==> src/rtl/mem_bist_pkg.sv <==
// mem_bist_pkg: shared types and helpers for the memory BIST engine.
//   bist_state_t  - march FSM states
//   bist_mode_t   - data pattern selector
//   MEM_SIZE_WORD - word access encoding on the mem_top bus
//   bist_pattern  - un-inverted expected data for one access
package mem_bist_pkg;

  typedef enum logic [2:0] {
    ST_IDLE,
    ST_WADDR,
    ST_WDATA,
    ST_RADDR,
    ST_RDATA
  } bist_state_t;

  typedef enum logic [1:0] {
    MODE_FIXED,
    MODE_ADDR,
    MODE_INV_ADDR,
    MODE_WALK1
  } bist_mode_t;

  localparam logic [1:0] MEM_SIZE_WORD = 2'b10;

  function automatic logic [31:0] bist_pattern(input bist_mode_t mode,
                                               input logic [4:0] idx_lo,
                                               input logic [31:0] addr,
                                               input logic [31:0] fixed);
    logic [31:0] r;
    case (mode)
      MODE_FIXED:    r = fixed;
      MODE_ADDR:     r = addr;
      MODE_INV_ADDR: r = ~addr;
      MODE_WALK1:    r = 32'h1 << idx_lo;
      default:       r = fixed;
    endcase
    return r;
  endfunction

endpackage

==> src/rtl/mem_bist_pattern_gen.sv <==
// mem_bist_pattern_gen: combinational expected-data generator.
// Ports:
//   mode   in 2  - data pattern (bist_mode_t encoding)
//   index  in 5  - low bits of the word index (walking-one position)
//   addr   in 32 - byte address of the access
//   invert in 1  - invert the pattern (odd passes)
//   data   out 32 - expected data
module mem_bist_pattern_gen
  import mem_bist_pkg::*;
#(
  parameter logic [31:0] FIXED_PATTERN = 32'hDEAD_BEEF
) (
  input  logic [1:0]  mode,
  input  logic [4:0]  index,
  input  logic [31:0] addr,
  input  logic        invert,
  output logic [31:0] data
);

  assign data = bist_pattern(bist_mode_t'(mode), index, addr, FIXED_PATTERN) ^ {32{invert}};

endmodule

==> src/rtl/mem_bist.sv <==
// mem_bist: write-all / read-all march BIST over a programmable word range.
// Ports:
//   clock, reset                    - clock, synchronous active-high reset
//   start, abort                    - run control
//   mode, start_addr, word_count,
//   num_passes                      - run configuration, latched on start
//   bus_addr/wdata/size/write       - memory request
//   bus_rdata, bus_pause            - memory response and stall
//   busy, done, pass, aborted       - status (done/pass/aborted sticky)
//   err_count                       - saturating mismatch count
//   fail_addr/exp/act               - first mismatch of the run
// Build option: define MEM_BIST_FAIL_CAPTURE_EN to build the fail capture
// registers; otherwise fail_* read as 0.
module mem_bist
  import mem_bist_pkg::*;
#(
  parameter int          CNT_W         = 16,
  parameter int          PASS_W        = 4,
  parameter logic [31:0] FIXED_PATTERN = 32'hDEAD_BEEF
) (
  input  logic              clock,
  input  logic              reset,
  input  logic              start,
  input  logic              abort,
  input  logic [1:0]        mode,
  input  logic [31:0]       start_addr,
  input  logic [CNT_W-1:0]  word_count,
  input  logic [PASS_W-1:0] num_passes,
  output logic [31:0]       bus_addr,
  output logic [31:0]       bus_wdata,
  output logic [1:0]        bus_size,
  output logic              bus_write,
  input  logic [31:0]       bus_rdata,
  input  logic              bus_pause,
  output logic              busy,
  output logic              done,
  output logic              pass,
  output logic              aborted,
  output logic [CNT_W-1:0]  err_count,
  output logic [31:0]       fail_addr,
  output logic [31:0]       fail_exp,
  output logic [31:0]       fail_act
);

  localparam logic [CNT_W-1:0]  CNT_ONE  = {{(CNT_W-1){1'b0}}, 1'b1};
  localparam logic [PASS_W-1:0] PASS_ONE = {{(PASS_W-1){1'b0}}, 1'b1};

  bist_state_t       state_q, state_d;
  bist_mode_t        mode_q, mode_d;
  logic [31:0]       base_q, base_d;
  logic [CNT_W-1:0]  count_q, count_d;
  logic [CNT_W-1:0]  index_q, index_d;
  logic [PASS_W-1:0] last_pass_q, last_pass_d;
  logic [PASS_W-1:0] pass_idx_q, pass_idx_d;
  logic              zero_pend_q, zero_pend_d;
  logic              done_q, done_d;
  logic              pass_q, pass_d;
  logic              aborted_q, aborted_d;
  logic [CNT_W-1:0]  err_q, err_d;

  logic [31:0] cur_addr;
  logic [31:0] exp_data;
  logic        last_word;
  logic        mismatch;

  assign cur_addr  = base_q + (32'(index_q) << 2);
  assign last_word = (index_q == count_q - CNT_ONE);
  assign mismatch  = (bus_rdata != exp_data);

  mem_bist_pattern_gen #(
    .FIXED_PATTERN (FIXED_PATTERN)
  ) u_pattern_gen (
    .mode   (mode_q),
    .index  (index_q[4:0]),
    .addr   (cur_addr),
    .invert (pass_idx_q[0]),
    .data   (exp_data)
  );

  always_comb begin
    state_d     = state_q;
    mode_d      = mode_q;
    base_d      = base_q;
    count_d     = count_q;
    index_d     = index_q;
    last_pass_d = last_pass_q;
    pass_idx_d  = pass_idx_q;
    zero_pend_d = zero_pend_q;
    done_d      = done_q;
    pass_d      = pass_q;
    aborted_d   = aborted_q;
    err_d       = err_q;
    if (!bus_pause) begin
      case (state_q)
        ST_IDLE: begin
          // A zero-length run completes one cycle after it is accepted.
          if (zero_pend_q) begin
            zero_pend_d = 1'b0;
            done_d      = 1'b1;
            pass_d      = 1'b1;
          end
          if (start) begin
            mode_d      = bist_mode_t'(mode);
            base_d      = start_addr & ~32'h3;
            count_d     = word_count;
            last_pass_d = (num_passes == '0) ? '0 : num_passes - PASS_ONE;
            index_d     = '0;
            pass_idx_d  = '0;
            done_d      = 1'b0;
            pass_d      = 1'b0;
            aborted_d   = 1'b0;
            err_d       = '0;
            if (word_count == '0) zero_pend_d = 1'b1;
            else                  state_d     = ST_WADDR;
          end
        end
        ST_WADDR: state_d = ST_WDATA;
        ST_WDATA: begin
          if (abort) begin
            state_d   = ST_IDLE;
            done_d    = 1'b1;
            aborted_d = 1'b1;
            pass_d    = 1'b0;
          end else if (last_word) begin
            state_d = ST_RADDR;
            index_d = '0;
          end else begin
            state_d = ST_WADDR;
            index_d = index_q + CNT_ONE;
          end
        end
        ST_RADDR: state_d = ST_RDATA;
        ST_RDATA: begin
          if (mismatch && !(&err_q)) err_d = err_q + CNT_ONE;
          if (abort) begin
            state_d   = ST_IDLE;
            done_d    = 1'b1;
            aborted_d = 1'b1;
            pass_d    = 1'b0;
          end else if (last_word) begin
            index_d = '0;
            if (pass_idx_q == last_pass_q) begin
              state_d = ST_IDLE;
              done_d  = 1'b1;
              pass_d  = (err_d == '0);
            end else begin
              state_d    = ST_WADDR;
              pass_idx_d = pass_idx_q + PASS_ONE;
            end
          end else begin
            state_d = ST_RADDR;
            index_d = index_q + CNT_ONE;
          end
        end
        default: state_d = ST_IDLE;
      endcase
    end
  end

  always_ff @(posedge clock) begin
    if (reset) begin
      state_q     <= ST_IDLE;
      mode_q      <= MODE_FIXED;
      base_q      <= '0;
      count_q     <= '0;
      index_q     <= '0;
      last_pass_q <= '0;
      pass_idx_q  <= '0;
      zero_pend_q <= 1'b0;
      done_q      <= 1'b0;
      pass_q      <= 1'b0;
      aborted_q   <= 1'b0;
      err_q       <= '0;
    end else begin
      state_q     <= state_d;
      mode_q      <= mode_d;
      base_q      <= base_d;
      count_q     <= count_d;
      index_q     <= index_d;
      last_pass_q <= last_pass_d;
      pass_idx_q  <= pass_idx_d;
      zero_pend_q <= zero_pend_d;
      done_q      <= done_d;
      pass_q      <= pass_d;
      aborted_q   <= aborted_d;
      err_q       <= err_d;
    end
  end

`ifdef MEM_BIST_FAIL_CAPTURE_EN
  logic [31:0] fail_addr_q, fail_exp_q, fail_act_q;
  logic        start_acc;
  logic        fail_load;

  assign start_acc = (state_q == ST_IDLE) && !bus_pause && start;
  // err_count is still zero only until the first mismatch of the run.
  assign fail_load = (state_q == ST_RDATA) && !bus_pause && mismatch && (err_q == '0);

  always_ff @(posedge clock) begin
    if (reset || start_acc) begin
      fail_addr_q <= '0;
      fail_exp_q  <= '0;
      fail_act_q  <= '0;
    end else if (fail_load) begin
      fail_addr_q <= cur_addr;
      fail_exp_q  <= exp_data;
      fail_act_q  <= bus_rdata;
    end
  end

  assign fail_addr = fail_addr_q;
  assign fail_exp  = fail_exp_q;
  assign fail_act  = fail_act_q;
`else
  assign fail_addr = '0;
  assign fail_exp  = '0;
  assign fail_act  = '0;
`endif

  assign busy      = (state_q != ST_IDLE);
  assign done      = done_q;
  assign pass      = pass_q;
  assign aborted   = aborted_q;
  assign err_count = err_q;
  assign bus_write = (state_q == ST_WADDR);
  assign bus_size  = MEM_SIZE_WORD;
  assign bus_addr  = busy ? cur_addr : '0;
  assign bus_wdata = busy ? exp_data : '0;

endmodule
==> config.mk <==
export PLATFORM = sky130hd
export DESIGN_NAME = mem_bist
export DESIGN_NICKNAME = d
export VERILOG_FILES = /design/src/rtl/mem_bist_pkg.sv /design/src/rtl/mem_bist_pattern_gen.sv /design/src/rtl/mem_bist.sv
export SDC_FILE = /design/constraint.sdc
export NUM_CORES = 1
export LEC_CHECK = 0
export ABC_CLOCK_PERIOD_IN_PS = 5560
export BUFFER_PORTS_ARGS = -buffer_cell sky130_fd_sc_hd__buf_2
export CORE_UTILIZATION = 49
export CTS_BUF_LIST = sky130_fd_sc_hd__clkbuf_8
export CTS_CLUSTER_DIAMETER = 200
export DETAILED_ROUTE_END_ITERATION = 7
export GPL_TIMING_DRIVEN = 0
export PLACE_DENSITY = 0.91
export SETUP_SLACK_MARGIN = 0.02
export SLEW_MARGIN = 20
export SYNTH_ARGS = -nofsm -noshare
export SYNTH_HDL_FRONTEND = slang
export SYNTH_HIERARCHICAL = 1
export SYNTH_SLANG_ARGS = --single-unit
==> constraint.sdc <==
create_clock -name clock -period 5.56 [get_ports clock]
set_input_delay 1.112 -clock clock [delete_from_list [all_inputs] [get_ports clock]]
set_output_delay 1.112 -clock clock [all_outputs]
set_load 0.01 [all_outputs]
==> results.toml <==
[run_status]
status = "finished with violations"
violations = "negative setup slack"

[clocking]
cts_buffers = 9
cts_root_buffer = "clkbuf_8"
ctsHoldBuffers = 0
clockBufferDepth = 2
clock_latency_ps = 380
clock-sinks = 95
cts_tree = "yes"
cts-htree-levels = 3
cts.reportedPaths.clkPinSlew_ps = 90

[routing]
drtPass1Iterations = 8
drc = 0
first_iter_violations = 596
vias = 9076
routedWlPerCell_um = 15.6
drt_wl_total_um = 26400
vias_per_cell = 5.35
postRouteAntennaNets = 0

[worst_hold_path]
hold_end = "done"
hold_start = "done"
hold_depth = 2
holdCritPathClass = "flop to flop"

[place]
dp_cells = 1660
place.gp.congestion = 0.996
place.port_buffers = 170
place_area_um2 = 10200
dpl.hpwl_um = 20700

[yosys]
synth.distinct_cells = 79
synthDominantCellAreaShare = 0.218
synth_edf_count = 0
yosys_register_bits = 95
synthCells = 1165
syn-cell-area_um2 = 8710
syn_area_per_cell_um2 = 7.48
synthTopCellsByArea = "dfxtp_1, buf_4, xor2_1, nand2_1, xnor2_1"
yosysTopAreaCell = "dfxtp_1"
dominantRegCellSynth = "dfxtp_1"
yosysWarnings = 6
synth.yosys.seq_area_share = 0.218
synth-async-reset-ratio = 0

[critical_path]
rrSetupSlack_ps = -140
crit_family = "compound AO/OA/AOI/OAI gates"
slowest_delay_ps = 530
crit_path_start_kind = "flop"
crit_buf_inv = 2
critPathCaptureType = "flop"
critical_path_class = "flop to flop"
cp_max_fo = 7
reg2reg_to = "pass"
r2r_start = "base_q[2]"
worstRegToRegCells = 24
crit_slowest_cell = "or4_4"
crit_chain = "ha_4 -> inv_1 -> fa_2 -> nor2b_1 -> o21a_1 -> o21ai_2 -> a211oi_2 -> o41ai_2 -> a21oi_2 -> buf_6 -> and3_1 -> xor2_2 -> mux2i_1 -> nor3_2 -> xor2_1 -> xor2_1 -> nor4_2 -> nand4_1 -> or2_4 -> a311o_1 -> a22o_1 -> or4_4 -> o31a_1 -> o21ai_1"
cp_num_cells = 24
cp_common_cell = "xor2_1"
crit_required_ps = 5880
critPathArrivalTime_ps = 6020

[global_routing]
antenna_found_initial = 0
grtUsageTotal = 0.276
grt_max_degree = 17
grt-ovfl-total = 0
grt_pass1_wl_um = 40200
grt_pass1_vias = 8234

[floorplan]
row_count = 48
dieHeight_um = 135
die-width_um = 135
io_pins = 274
die_area_um2 = 18300
core_area_um2 = 17400
initial_core_util = 0.502

[final_layout]
final_util = 0.626
area_growth_pct = 24.6
design_area_um2 = 10900
fin_cells = 1698
drive_above_1_share = 0.265
nNetsFinal = 1580
n_antenna_cell = 0

[timing]
tns_ps = -144
finalCritPeriodShare = 1.03
hold_viol = 0
slew_headroom = 0.450
skew_ps = 13.7
fin_crit_ps = 5700
slew_viol_final = 0
fin_ws_ps = -144
fmax_mhz = 175
grt_setup_unrepaired = "yes"
tightest_slew_ps = 821
report.final.setup_viol = 1

[run]
max-cap-violations = 0

[power]
max-vdd-ir-drop_mv = 0.110
power_leakage_nw = 5.02
power_mw = 1.75
pwr_density_cell_nw_per_um2 = 161
==> cells by family (layout without fill, tap and decap cells) <==
kind of cell,Yosys count,after routing,synth area share
AND/OR/NAND/NOR,462,462,0.273
AO/OA/AOI/OAI,229,229,0.166
buffers and inverters,189,397,0.139
XOR/XNOR,139,139,0.140
flip-flops,95,95,0.218
multiplexers,28,28,0.0322
adder cells (fa/ha/maj),21,21,0.0310
other,2,102,0.000862
==> state kept, by name, indices dropped and copies added, names as in the netlist <==
name,flops
base_q,30
err_count,16
mode_q,2
aborted,1
last_pass_q,4
index_q,16
count_q,16
pass,1
state_q,3
done,1
zero_pend_q,1
pass_idx_q,4
==> worst register-to-register path: stages, from the launching register on <==
cell and delay, ps:
dfxtp_2 370, ha_4 140, inv_1 50, fa_2 390, nor2b_1 120, o21a_1 180
o21ai_2 100, a211oi_2 290, o41ai_2 150, a21oi_2 140, buf_6 140, and3_1 200
xor2_2 210, mux2i_1 260, nor3_2 60, xor2_1 240, xor2_1 140, nor4_2 330
nand4_1 260, or2_4 340, a311o_1 330, a22o_1 200, or4_4 530, o31a_1 350
o21ai_1 140
==> per-stage QoR <==
| step | hold slack (ps) | worst slack (ps) |
|---|---|---|
| finish | 467 | -144 |
| floorplan | 441 | 188 |
| global placement | 449 | -1220 |
| detailed placement | 450 | -1330 |
| global route | 497 | -385 |
| CTS | 469 | 26.4 |
==> routing by layer <==
layer  part of all wire  wire, µm  track usage
met4              0.030       793        0.122
met1               0.39     10300        0.317
met2               0.50     13300        0.497
met3              0.078      2070       0.0516
met5                  0         0            0
==> Yosys cell counts, drive strengths merged, types with 10 or more instances <==
cell and count:
nand2 159, buf 117, a21oi 107, dfxtp 95
xor2 72, and2 68, xnor2 67, nor2 65
clkbuf 52, o21ai 36, nor3 32, mux2i 28
and3 23, nor4 21, ha 20, inv 20
nand4 20, nand3 17, a31oi 14, a21o 10
a311oi 10, nor2b 10
==> cell usage in the layout (no fill, tap or decap), types with 64 or more instances in the layout <==
cell type	Yosys	final
xor2_1	72	67
xnor2_1	67	65
dfxtp_1	95	90
nor2_1	65	64
conb_1	2	102
nand2_1	158	158
buf_2	7	177
a21oi_1	105	103
and2_1	67	67
buf_4	101	123
==> cell type report <==
| type | count | area, µm² |
|---|---|---|
| Fill cell | 1547 | 6500 |
| Multi-Input combinational cell | 981 | 6200 |
| Sequential cell | 95 | 1920 |
| Buffer | 168 | 1130 |
| Timing Repair Buffer | 193 | 1030 |
| Tap cell | 225 | 282 |
| Clock buffer | 9 | 124 |
| Clock inverter | 7 | 95.1 |
| Inverter | 20 | 75.1 |
==> power breakdown <==
part           total (mW)  leakage [nW]  internal [mW]  switching [mW]
sequential          0.722         0.775          0.700          0.0213
combinational       0.516          4.13          0.221           0.295
clock               0.513         0.110          0.255           0.258
==> how the worst max path moves through the flow <==
stage / slack, ps / startpoint / to
2_1_floorplan: 190 / index_q[4] / pass
4_1_cts: 30 / index_q[1] / pass
3_5_place_dp: -1330 / index_q[1] / pass
5_1_grt: -390 / base_q[2] / pass
3_3_place_gp: -1220 / index_q[4] / pass
6_report: -140 / base_q[2] / pass
==> repair_timing <==
| action | 4_1_cts | 5_1_grt |
|---|---|---|
| endpoints found under the setup margin | 27 | 5 |
| pin swaps | 14 | 25 |
| cloned | 0 | 0 |
| resized for setup | 25 | 23 |
| setup buffers | 14 | 10 |
No activity file was read; power rests on OpenSTA's default activity.
